===== config.mk =====
export PLATFORM = sky130hd
export DESIGN_NAME = pc_fetch
export DESIGN_NICKNAME = d
export VERILOG_FILES = /design/src/rtl/pc_fetch_pkg.sv /design/src/rtl/pc_next_mux.sv /design/src/rtl/pc_fetch.sv
export SDC_FILE = /design/constraint.sdc
export NUM_CORES = 1
export LEC_CHECK = 0
export ABC_AREA = 0
export CELL_PAD_IN_SITES_DETAIL_PLACEMENT = 0
export CELL_PAD_IN_SITES_GLOBAL_PLACEMENT = 2
export CORE_MARGIN = 10
export CORE_UTILIZATION = 26
export CTS_BUF_LIST = sky130_fd_sc_hd__clkbuf_16
export DETAILED_ROUTE_END_ITERATION = 8
export PLACE_DENSITY_LB_ADDON = 0.1
export SLEW_MARGIN = 20
export SYNTH_ARGS = -nofsm -noshare
export SYNTH_HDL_FRONTEND = slang
export SYNTH_HIERARCHICAL = 1
export SYNTH_SLANG_ARGS = --single-unit

===== constraint.sdc =====
create_clock -name clk -period 5.9 [get_ports clk]
set_clock_uncertainty 0.1 [all_clocks]
set_input_delay 1.475 -clock clk [delete_from_list [all_inputs] [get_ports clk]]
set_output_delay 1.475 -clock clk [all_outputs]
set_load 0.01 [all_outputs]

===== src/rtl/pc_fetch_pkg.sv =====
// Shared IF/ID definitions: PCSrc codes, vectors and the IF/ID bundle.
// Used by pc_fetch and the ID-stage decoder.
package pc_fetch_pkg;

  localparam logic [2:0] PCSRC_SEQ = 3'b000;
  localparam logic [2:0] PCSRC_BR  = 3'b001;
  localparam logic [2:0] PCSRC_J   = 3'b010;
  localparam logic [2:0] PCSRC_JR  = 3'b011;
  localparam logic [2:0] PCSRC_IRQ = 3'b100;
  localparam logic [2:0] PCSRC_EXC = 3'b101;

  localparam logic [31:0] NOP_INSTR = 32'h0000_0000;

  localparam logic [31:0] RESET_VEC = 32'h8000_0000;
  localparam logic [31:0] IRQ_ADDR  = 32'h8000_0004;
  localparam logic [31:0] EXC_ADDR  = 32'h8000_0008;

  typedef struct packed {
    logic [31:0] instr;
    logic [31:0] pc_plus4;
    logic        pc31;
    logic        valid;
  } if_id_t;

  // Sequential fetch keeps the mode bit; only bits 30:0 advance.
  function automatic logic [31:0] seq_pc(input logic [31:0] pc);
    return {pc[31], pc[30:0] + 31'd4};
  endfunction

endpackage


===== src/rtl/pc_next_mux.sv =====
// Next-PC priority select for the IF stage.
// Branch beats stall beats ID redirects beats sequential fetch.
module pc_next_mux
  import pc_fetch_pkg::*;
#(
  parameter logic [31:0] IRQ_VEC = IRQ_ADDR,
  parameter logic [31:0] EXC_VEC = EXC_ADDR
) (
  input  logic [31:0] pc,
  input  logic [31:0] pc_plus4,
  input  logic [3:0]  if_id_region,
  input  logic        if_id_valid,
  input  logic [2:0]  id_pc_src,
  input  logic [25:0] id_instr_idx,
  input  logic [31:0] id_rs_data,
  input  logic        ex_branch_taken,
  input  logic [31:0] ex_branch_target,
  input  logic        stall,
  output logic [31:0] next_pc,
  output logic        flush,
  output logic        hold
);

  always_comb begin
    next_pc = pc_plus4;
    flush   = 1'b0;
    hold    = 1'b0;
    if (ex_branch_taken) begin
      next_pc = ex_branch_target;
      flush   = 1'b1;
    end else if (stall) begin
      next_pc = pc;
      hold    = 1'b1;
    end else if (if_id_valid) begin
      case (id_pc_src)
        PCSRC_J: begin
          next_pc = {if_id_region, id_instr_idx, 2'b00};
          flush   = 1'b1;
        end
        PCSRC_JR: begin
          next_pc = id_rs_data;
          flush   = 1'b1;
        end
        PCSRC_IRQ: begin
          next_pc = IRQ_VEC;
          flush   = 1'b1;
        end
        PCSRC_EXC: begin
          next_pc = EXC_VEC;
          flush   = 1'b1;
        end
        default: ;
      endcase
    end
  end

endmodule


===== src/rtl/pc_fetch.sv =====
// IF stage: PC register, IF/ID register and IRQ sampling.
// Define IRQ_SYNC_EN for a two-flop irq_in synchronizer.
module pc_fetch
  import pc_fetch_pkg::*;
#(
  parameter logic [31:0] RESET_PC = RESET_VEC,
  parameter logic [31:0] IRQ_VEC  = IRQ_ADDR,
  parameter logic [31:0] EXC_VEC  = EXC_ADDR
) (
  input  logic        clk,
  input  logic        reset,
  input  logic [2:0]  id_pc_src,
  input  logic [25:0] id_instr_idx,
  input  logic [31:0] id_rs_data,
  input  logic        ex_branch_taken,
  input  logic [31:0] ex_branch_target,
  input  logic        stall,
  input  logic        irq_in,
  input  logic [31:0] instr_rdata,
  output logic [31:0] instr_addr,
  output logic [31:0] if_id_instr,
  output logic [31:0] if_id_pc_plus4,
  output logic        if_id_pc31,
  output logic        if_id_valid,
  output logic        irq_sync,
  output logic        id_ex_flush
);

  logic [31:0] pc;
  logic [31:0] pc_plus4;
  logic [31:0] next_pc;
  logic        flush;
  logic        hold;
  if_id_t      if_id;

  assign pc_plus4 = seq_pc(pc);

  pc_next_mux #(
    .IRQ_VEC(IRQ_VEC),
    .EXC_VEC(EXC_VEC)
  ) u_mux (
    .pc              (pc),
    .pc_plus4        (pc_plus4),
    .if_id_region    (if_id.pc_plus4[31:28]),
    .if_id_valid     (if_id.valid),
    .id_pc_src       (id_pc_src),
    .id_instr_idx    (id_instr_idx),
    .id_rs_data      (id_rs_data),
    .ex_branch_taken (ex_branch_taken),
    .ex_branch_target(ex_branch_target),
    .stall           (stall),
    .next_pc         (next_pc),
    .flush           (flush),
    .hold            (hold)
  );

  always_ff @(posedge clk) begin
    if (!reset) begin
      pc             <= RESET_PC;
      if_id.instr    <= NOP_INSTR;
      if_id.pc_plus4 <= 32'h0;
      if_id.pc31     <= 1'b1;
      if_id.valid    <= 1'b0;
    end else if (!hold) begin
      pc             <= next_pc;
      if_id.instr    <= flush ? NOP_INSTR : instr_rdata;
      if_id.pc_plus4 <= pc_plus4;
      if_id.pc31     <= pc[31];
      if_id.valid    <= !flush;
    end
  end

`ifdef IRQ_SYNC_EN
  logic irq_meta;

  always_ff @(posedge clk) begin
    if (!reset) begin
      irq_meta <= 1'b0;
      irq_sync <= 1'b0;
    end else begin
      irq_meta <= irq_in;
      irq_sync <= irq_meta;
    end
  end
`else
  always_ff @(posedge clk) begin
    if (!reset) begin
      irq_sync <= 1'b0;
    end else begin
      irq_sync <= irq_in;
    end
  end
`endif

  assign instr_addr     = pc;
  assign if_id_instr    = if_id.instr;
  assign if_id_pc_plus4 = if_id.pc_plus4;
  assign if_id_pc31     = if_id.pc31;
  assign if_id_valid    = if_id.valid;
  assign id_ex_flush    = ex_branch_taken;

endmodule

==> results.ini <==
[pwr]
p_comb_frac = 0.232
intPower_mw = 1.232
power.leakage_nw = 2.870
p_sw_frac = 0.2950
clkPwrFrac = 0.334
power_density_nw_per_um2 = 209.9
power_switching_uw = 515.3
seq_power_share = 0.434
irDropWorstVdd_mv = 0.1132

[worst_setup_path]
max_stage_delay_ns = 0.68
required_ns = 4.32
r2r-start = instr_addr[2]
timing.rr.end = instr_addr[26]
critical_path_buf_inv_count = 2
worstPathCellList = buf_2, clkdlybuf4s50_1
regToRegSetupSlack_ns = 2.84
ff2ff_path_depth = 9
cp_data_arrival_time_ns = 2.79
endpoint_kind = output pin
cp_top_family = buffers and inverters
startpoint_type = input pin
slowest_stage = clkdlybuf4s50_1
critPathMaxFanout = 35
path_class = in2out

[global_route]
track_usage = 0.1534
grt_overflow = 0
grt_max_degree = 108
antenna_found_initial = 0
grt_pass1_wl_mm = 34.69
grt_pass1_vias = 5811

[sta]
max-slew-margin-rel = 0.2846
rsz0062_at_grt = no
max_freq_mhz = 229.0
worst_pin_slew_ns = 1.071
hold_violations = 0
tns_ns = 0
period_minus_slack_ns = 4.366
post-route-period-util = 0.7400
setup_violations = 0
slew_violations = 0

[clocking]
cts_setup_buffers = 0
clk_pin_slew_ns = 0.07
clk_latency_ns = 0.35
cts_htree_levels = 3
cts_resized = 0
cts_hold_buf = 0
root_buffer = clkbuf_16
cts_buffers = 9
cts_buffer_depth = 2
cts_tree = built
clock_sinks = 99

[run]
cap_violations = 0

[worst_hold_path]
hold_class = reg2reg
holdCritStartpoint = if_id_pc_plus4[5]
holdPathStages = 2
min_to = if_id_pc_plus4[5]

[drt]
wire_per_inst_um = 20.35
ant_nets = 0
routed_wl_mm = 22.61
dr_total_vias = 5610
drt-initial-drc-count = 234
drtPass1Iterations = 4
avgViaCountPerCell = 5.050
drc = 0

[die]
die-width_um = 167.3
num_rows = 53
die_h_um = 167.3
io_pins = 230
core_um2 = 21150
die_area_um2 = 27990
start_util = 0.2666

[placement]
portBuffers = 229
dp_hpwl_mm = 16.38
globalplace.congestion = 0.7300

[synth]
yosys_warnings = 6
ys_types = 50
synth_area_um2 = 5640
synth_cells = 650
syn_area_per_cell_um2 = 8.678
ys_seq_elements = 99
synth-seq-area-share = 0.3514
synth_nets = 781

[layout]
utilization = 0.3934
drive_gt1_frac = 0.05981
nets = 962
n_fill_cell = 2132
seq_area_um2 = 1982
area_delta_synth_final_pct = 47.56
multi_input_area_um2 = 3348
insertedDiodeCount = 0

[status]
run_status = finished clean

-- layout by cell type, fill, tap and decap left out, types with 18 or more instances in the layout --
cell type	count
nand2_1	23
o31ai_1	30
clkdlybuf4s50_1	226
mux2i_1	35
nor2b_1	95
a21oi_1	34
a211oi_1	29
nand3_1	18
o21ai_0	18
a22oi_1	60
dfxtp_1	99
-- synthesized netlist by cell type, drive strengths merged --
| cell type | n | area share |
|---|---|---|
| a31oi | 5 | 0.0055 |
| and4 | 5 | 0.0080 |
| a211oi | 29 | 0.039 |
| and2b | 1 | 0.0013 |
| dfxtp | 99 | 0.35 |
| nand3 | 18 | 0.016 |
| nor2b | 95 | 0.11 |
| nor2 | 4 | 0.0040 |
| nand4 | 8 | 0.010 |
| and3b | 2 | 0.0031 |
| nand2 | 23 | 0.015 |
| a21oi | 34 | 0.030 |
| o21a | 2 | 0.0027 |
| nor4 | 12 | 0.013 |
| or2 | 11 | 0.012 |
| inv | 8 | 0.0053 |
| mux2i | 35 | 0.062 |
| a21o | 1 | 0.0013 |
| o22ai | 2 | 0.0022 |
| o31a | 5 | 0.0078 |
| xnor2 | 13 | 0.020 |
| buf | 25 | 0.027 |
| nor3 | 3 | 0.0027 |
| o21ai | 18 | 0.016 |
| o211a | 4 | 0.0071 |
| o21ba | 7 | 0.012 |
| clkbuf | 40 | 0.027 |
| nand3b | 1 | 0.0013 |
| and3 | 2 | 0.0022 |
| o311ai | 1 | 0.0016 |
| mux2 | 3 | 0.0060 |
| o31ai | 30 | 0.040 |
| o311a | 9 | 0.016 |
| a21boi | 5 | 0.0067 |
| xor2 | 5 | 0.0078 |
| nand2b | 15 | 0.018 |
| ha | 1 | 0.0022 |
| or4 | 3 | 0.0040 |
| and2 | 3 | 0.0033 |
| a22oi | 60 | 0.080 |
| nor3b | 2 | 0.0027 |
| or3 | 1 | 0.0011 |
-- power by group through the flow --
stage	clock network (mW)	logic (mW)	registers, mW
4_1_cts	0.607	0.412	0.759
5_1_grt	0.634	0.442	0.766
3_3_place_gp	0	0.407	0.773
2_1_floorplan	0	0.183	0.775
6_report	0.583	0.406	0.758
3_5_place_dp	0	0.410	0.774
-- layer usage --
metal  GRT usage  part of all wire  vias up
li1            -                 -     2756
met1      0.1879              0.44     2687
met2      0.2591              0.49      154
met3     0.04260             0.062       13
met4     0.03785             0.010        0
met5           0                 0        -
-- kinds of logic after synthesis --
family                   after synthesis  share of synthesized area
AO/OA/AOI/OAI                        212                     0.2677
AND/OR/NAND/NOR                      209                     0.2238
multiplexers                          38                    0.06810
buffers and inverters                 73                    0.05878
flip-flops                            99                     0.3514
XOR/XNOR                              18                    0.02795
adder cells (fa/ha/maj)                1                   0.002218
-- state kept, by name (all words and copies together), names as in the netlist --
name	flops
if_id_valid	1
if_id_pc_plus4	32
irq_sync	1
if_id_pc31	1
instr_addr	32
if_id_instr	32
-- worst register-to-register path, stage by stage (launching register included) --
cell and delay [ns]:
dfxtp_1 0.52, ha_1 0.28, nand3_1 0.22, or4_1 0.77, nor4_1 0.40, or2_1 0.17, a21oi_1 0.05, o31ai_1 0.26
mux2i_1 0.11, nor2b_1 0.12
-- metrics by stage --
stage | setup WS, ns | hold slack, ns | instance area [um^2] | cells | power, mW
after floorplan | 2.213 | 0.3947 | 5640 | 650 | 0.9584
after global placement | 1.515 | 0.3652 | 8024 | 1094 | 1.180
after detailed placement | 1.495 | 0.3660 | 8039 | 1095 | 1.184
after CTS | 1.496 | 0.3930 | 8320 | 1111 | 1.778
after global routing | 1.445 | 0.4133 | 8323 | 1111 | 1.843
final | 1.534 | 0.3873 | 8323 | 1111 | 1.747
-- how the worst max path moves through the flow --
stage / startpoint / end / slack [ns] / cells after the start
2_1_floorplan: ex_branch_taken / if_id_pc_plus4[5] / 2.21 / 10
3_3_place_gp: ex_branch_taken / id_ex_flush / 1.52 / 2
3_5_place_dp: ex_branch_taken / id_ex_flush / 1.50 / 2
4_1_cts: ex_branch_taken / id_ex_flush / 1.50 / 2
5_1_grt: ex_branch_taken / id_ex_flush / 1.45 / 2
6_report: ex_branch_taken / id_ex_flush / 1.53 / 2
-- final cells by class --
class,count,area share
Tap cell,275,0.04134
Clock buffer,9,0.02706
Inverter,8,0.004209
Multi-Input combinational cell,478,0.4023
Timing Repair Buffer,235,0.2802
Sequential cell,99,0.2381
Clock inverter,7,0.006765
No activity file was read; power rests on OpenSTA's default activity.
==> variant 1 (same settings) <==
Add a define of `IRQ_SYNC_EN`.
--- a/src/rtl/pc_fetch.sv
+++ b/src/rtl/pc_fetch.sv
@@ -1,5 +1,7 @@
 // IF stage: PC register, IF/ID register and IRQ sampling.
 // Define IRQ_SYNC_EN for a two-flop irq_in synchronizer.
+`define IRQ_SYNC_EN
+
 module pc_fetch
   import pc_fetch_pkg::*;
 #(
Check against the original RTL: not equivalent (Yosys sat finds a counterexample within 4 cycles, from zero or initial values and one cycle with reset low).
==> variant 1 against the original RTL <==
Sequential cell count grew 1. Routed wire length up 1.0%. Critical path depth is 6 higher. Clock power increased by 3%. Power increased by 1.3%. Global-route usage increased by 0.30 points. Worst setup slack gained 0.57 ns. Via count grew 0.36%. Area after synthesis up 1.1%. Design area increased by 0.99%. Sequential power rose by 1%. Critical endpoint is now instr_addr[2]. Highest routed layer unchanged.
==> variant 1: results (changes against the original RTL) <==
[power_and_ir_drop]
leakagePower_uw=0.002881  ; +0.36%
ir_drop_v=0.0001390  ; +23%

[logic_synthesis]
ys_top_cells_by_count=100 x dfxtp_1, 94 x nor2b_1, 60 x a22oi_1, 41 x clkbuf_1, 35 x mux2i_1
synth_cell_types=52  ; +4.0%
synthAdderAreaFrac_pct=0.2194  ; -0.0024 points
muxShareOfSynthArea_pct=6.737  ; -0.073 points
seq_area_frac_synth_pct=35.11  ; about the same
syn_nets=787  ; +0.77%
synth_area_leaders=dfxtp_1 35%, nor2b_1 10%, a22oi_1 7.9%, mux2i_1 6.1%, a211oi_1 4.1%
synth_compound_area_share_pct=26.27  ; -0.51 points
synth-xor-area-share_pct=3.226  ; +0.43 points

[global_routing]
grt_pass1_wl_um=35560  ; +2.5%
grt_max_degree=63  ; -42%
grt_use_met3_pct=4.284  ; +0.024 points
use_met2_pct=25.87  ; -0.034 points
grt.total_usage_pct=15.64  ; +0.30 points
grt_pass1_vias=5960  ; +2.6%
met1_usage_pct=19.95  ; +1.2 points

[finish]
final.fill_count=2211  ; +3.7%
final_nets=970  ; +0.83%
drive_gt1_share_pct=6.517  ; +0.54 points

[worst_setup_path]
arrival_ns=3.98  ; +1.19 ns
slowest_delay_ns=0.61  ; -0.07 ns
slowest_stage=clkdlybuf4s50_1
critPathMaxFanout=62  ; +77%

[run_status]
status=completed

[placed_design]
place_ws_ns=1.701  ; +0.2052 ns
dpl.hpwl_um=16530  ; +0.93%
routabilityCongestion=0.7699  ; +5.5%

[route]
via_count=5630  ; +0.36%
drt-initial-drc-count=323  ; +38%
postRouteWirelength_um=22850  ; +1.0%

[clocking]
clockRootBuffer=clkbuf_16
cts-htree-levels=3  ; unchanged
cts_setup_buffers=0  ; unchanged

[timing]
whs_ns=0.3511  ; -0.03623 ns
slew_headroom_pct=29.18  ; +0.72 points

## variant 1: cell type report
cell class | count | share of cell area (%)
clock buffer | 9 | 2.679
sequential | 100 | 23.83
tap | 280 | 4.168
inverter | 9 | 0.4317
antenna | 1 | 0.02977
multi-input combinational | 483 | 40.31
clock inverter | 7 | 0.8038
timing repair buffer | 236 | 27.75
## variant 1: metrics by stage
stage / std cells / instance area, um^2
after floorplan: 656 / 5702
after global placement: 1108 / 8108
after detailed placement: 1108 / 8108
after CTS: 1124 / 8401
after global routing: 1124 / 8403
final: 1125 / 8406
## variant 1: power breakdown
part           internal, uW  switching [uW]  leakage [uW]
clock network           298             300      0.000145
registers               715            54.0      0.000822
logic                   228             173       0.00191
total                  1240             527       0.00288
## variant 1: cells by family after synthesis
logic type | after synthesis
compound gates | 212
buf+inv | 73
mux | 38
fa+ha+maj | 1
xor+xnor | 21
simple gates | 211
flops | 100
## variant 1: final timing paths
path,endpoint,depth (start not counted),slack [ns],from
setup / recovery,instr_addr[2],8,2.10,stall
hold / removal,irq_sync,1,0.35,irq_meta
setup reg to reg,instr_addr[22],6,2.81,if_id_valid
hold reg to reg,irq_sync,1,0.35,irq_meta
## variant 1: routing by layer
layer  wire [um]  part of all wire [%]
met1       10420                    46
met2       10820                    47
met3        1381                   6.0
met4         220                  0.96
met5           0                     0
==> variant 2 (config.mk and constraints unchanged) <==
Without the edit above. Register the input `ex_branch_target` before use. The logic sees it one clock later. The other inputs are not delayed to match.
--- a/src/rtl/pc_fetch.sv
+++ b/src/rtl/pc_fetch.sv
@@ -26,6 +26,12 @@
   output logic        id_ex_flush
 );
 
+  logic [31:0] ex_branch_target_q;
+
+  always_ff @(posedge clk) begin
+    ex_branch_target_q <= ex_branch_target;
+  end
+
   logic [31:0] pc;
   logic [31:0] pc_plus4;
   logic [31:0] next_pc;
@@ -47,7 +53,7 @@
     .id_instr_idx    (id_instr_idx),
     .id_rs_data      (id_rs_data),
     .ex_branch_taken (ex_branch_taken),
-    .ex_branch_target(ex_branch_target),
+    .ex_branch_target(ex_branch_target_q),
     .stall           (stall),
     .next_pc         (next_pc),
     .flush           (flush),
Formal check against the unedited RTL: not equivalent (Yosys sat finds a counterexample within 4 cycles, from zero or initial values and one cycle with reset low).
==> variant 2 against the original RTL <==
Count of clock-buffer cells in the layout rose by 8. Routed wire length is 4.8% higher. Via count grew 4.9%. Sequential cell count is 32 higher. Worst setup slack lost 0.055 ns. Design area is 12% higher. Power up 42%. Area after synthesis grew 12%. Core utilization fell by 0.64 points.
==> variant 2: results (changes against the original RTL) <==
[logic_synthesis]
ys_top_cells_by_count=131 x dfxtp_1, 94 x nor2b_1, 60 x a22oi_1, 42 x clkbuf_1, 35 x mux2i_1
synth_area_leaders=dfxtp_1 41%, nor2b_1 9.3%, a22oi_1 7.1%, mux2i_1 5.5%, o31ai_1 3.4%
synth_cell_types=46  ; -8.0%
seq_area_frac_synth_pct=41.35  ; +6.2 points
synth.avg_cell_area_um2=9.286  ; +7.0%
syn_nets=814  ; +4.2%

[finish]
drive_gt1_share_pct=7.273  ; +1.3 points
fin_cells=1205  ; +8.5%
final_nets=998  ; +3.7%

[placed_design]
dp.cells=1172  ; +7.0%
portBuffers=229  ; unchanged
dpl.hpwl_um=16600  ; +1.4%
routabilityCongestion=0.7538  ; +3.3%

[clocking]
cts-htree-levels=4  ; +1
cts_inserted_buffers=17  ; +8
clk_latency_ns=0.42  ; +0.07 ns
cts_setup_buffers=0  ; unchanged
clockRootBuffer=clkbuf_16

[global_routing]
grt_pass1_vias=6052  ; +4.1%
grt_overflow_total=0  ; unchanged
grt_pass1_wl_um=36020  ; +3.8%
antenna_found_initial=1  ; +1
grt_max_degree=96  ; -11%
grt.total_usage_pct=14.86  ; -0.48 points

[worst_setup_path]
r2r_start=instr_addr[2]
r2r_cells=9  ; unchanged
rrSetupSlack_ns=2.80  ; -0.04 ns
startpoint=ex_branch_taken
arrival_ns=2.85  ; +0.06 ns

[power_and_ir_drop]
leakagePower_uw=0.003389  ; +18%
ir_drop_v=0.0001589  ; +40%

[route]
drt-initial-drc-count=294  ; +26%
via_count=5885  ; +4.9%
postRouteWirelength_um=23700  ; +4.8%
dr.pass1.iters=4  ; unchanged

[worst_hold_path]
hold_class=reg2reg
min_from=if_id_pc31

[timing]
slew_headroom_pct=29.19  ; +0.73 points

[run_status]
status=completed

## variant 2: changes by cell type after synthesis, sizes merged, moves of 7 or more
cell / change
or2: +7
nand2: -9
dfxtp: +32
o311a: +7
o21ba: -7
o21ai: -11
nand2b: +16
o211a: +7
## variant 2: worst min path at each step
stage,endpoint,slack [ns]
final,if_id_pc31,0.38
after CTS,if_id_pc31,0.39
after global placement,if_id_pc31,0.37
after global routing,if_id_pc31,0.43
after detailed placement,if_id_pc31,0.37
after floorplan,if_id_pc31,0.40
## variant 2: cells by family (layout without fill, tap and decap cells)
logic type / count (synthesis) / in the layout / synth area share, %
and+or+nand+nor: 219 / 219 / 21.07
AOI/OAI and AO/OA: 206 / 206 / 23.93
DFF: 131 / 131 / 41.35
buffers and inverters: 75 / 272 / 5.603
muxes: 38 / 38 / 6.056
xor gates and xnor gates: 13 / 13 / 1.795
adders and majority gates: 1 / 1 / 0.1972
other: 0 / 1 / 0
## variant 2: where the power goes
part | total (uW) | internal [uW] | switching [uW]
Sequential | 992 | 938 | 54.1
Clock | 1080 | 636 | 444
Combinational | 406 | 232 | 175
Total | 2480 | 1810 | 673
## variant 2: metal layers
metal | global-route usage (%) | part of all wire (%) | vias to the layer above
li1 | - | - | 2885
met1 | 18.16 | 45 | 2811
met2 | 24.52 | 47 | 172
met3 | 4.613 | 6.7 | 17
met4 | 4.486 | 1.4 | 0
met5 | 0 | 0 | -
## variant 2: final cells by class
class,instances,area (um^2)
Multi-Input combinational cell,477,3391
Clock inverter,15,171.4
Tap cell,324,405.4
Clock buffer,17,425.4
Inverter,7,31.28
Timing Repair Buffer,233,2307
Sequential cell,131,2624
Antenna cell,1,2.502
Fill cell,2435,14820
## variant 2: per-stage QoR
| step | total power [uW] | utilization, % | area, um^2 | worst slack (ns) | hold WS, ns |
|---|---|---|---|---|---|
| floorplan | 1198 | - | 6342 | 2.447 | 0.4042 |
| global placement | 1419 | 36.21 | 8753 | 1.411 | 0.3683 |
| detailed placement | 1425 | 36.23 | 8758 | 1.413 | 0.3703 |
| CTS | 2522 | 38.69 | 9355 | 1.416 | 0.3895 |
| global route | 2607 | 38.71 | 9358 | 1.400 | 0.4347 |
| finish | 2478 | 38.71 | 9358 | 1.479 | 0.3827 |
## variant 2: worst register-to-register path, stage by stage (launching register included)
cell and delay, ns:
dfxtp_1 0.49, ha_1 0.28, nand4_1 0.48, nand2b_1 0.54
o31a_1 0.38, or2_2 0.31, a21oi_1 0.14, o31ai_1 0.08
mux2i_1 0.14, nor2b_1 0.06
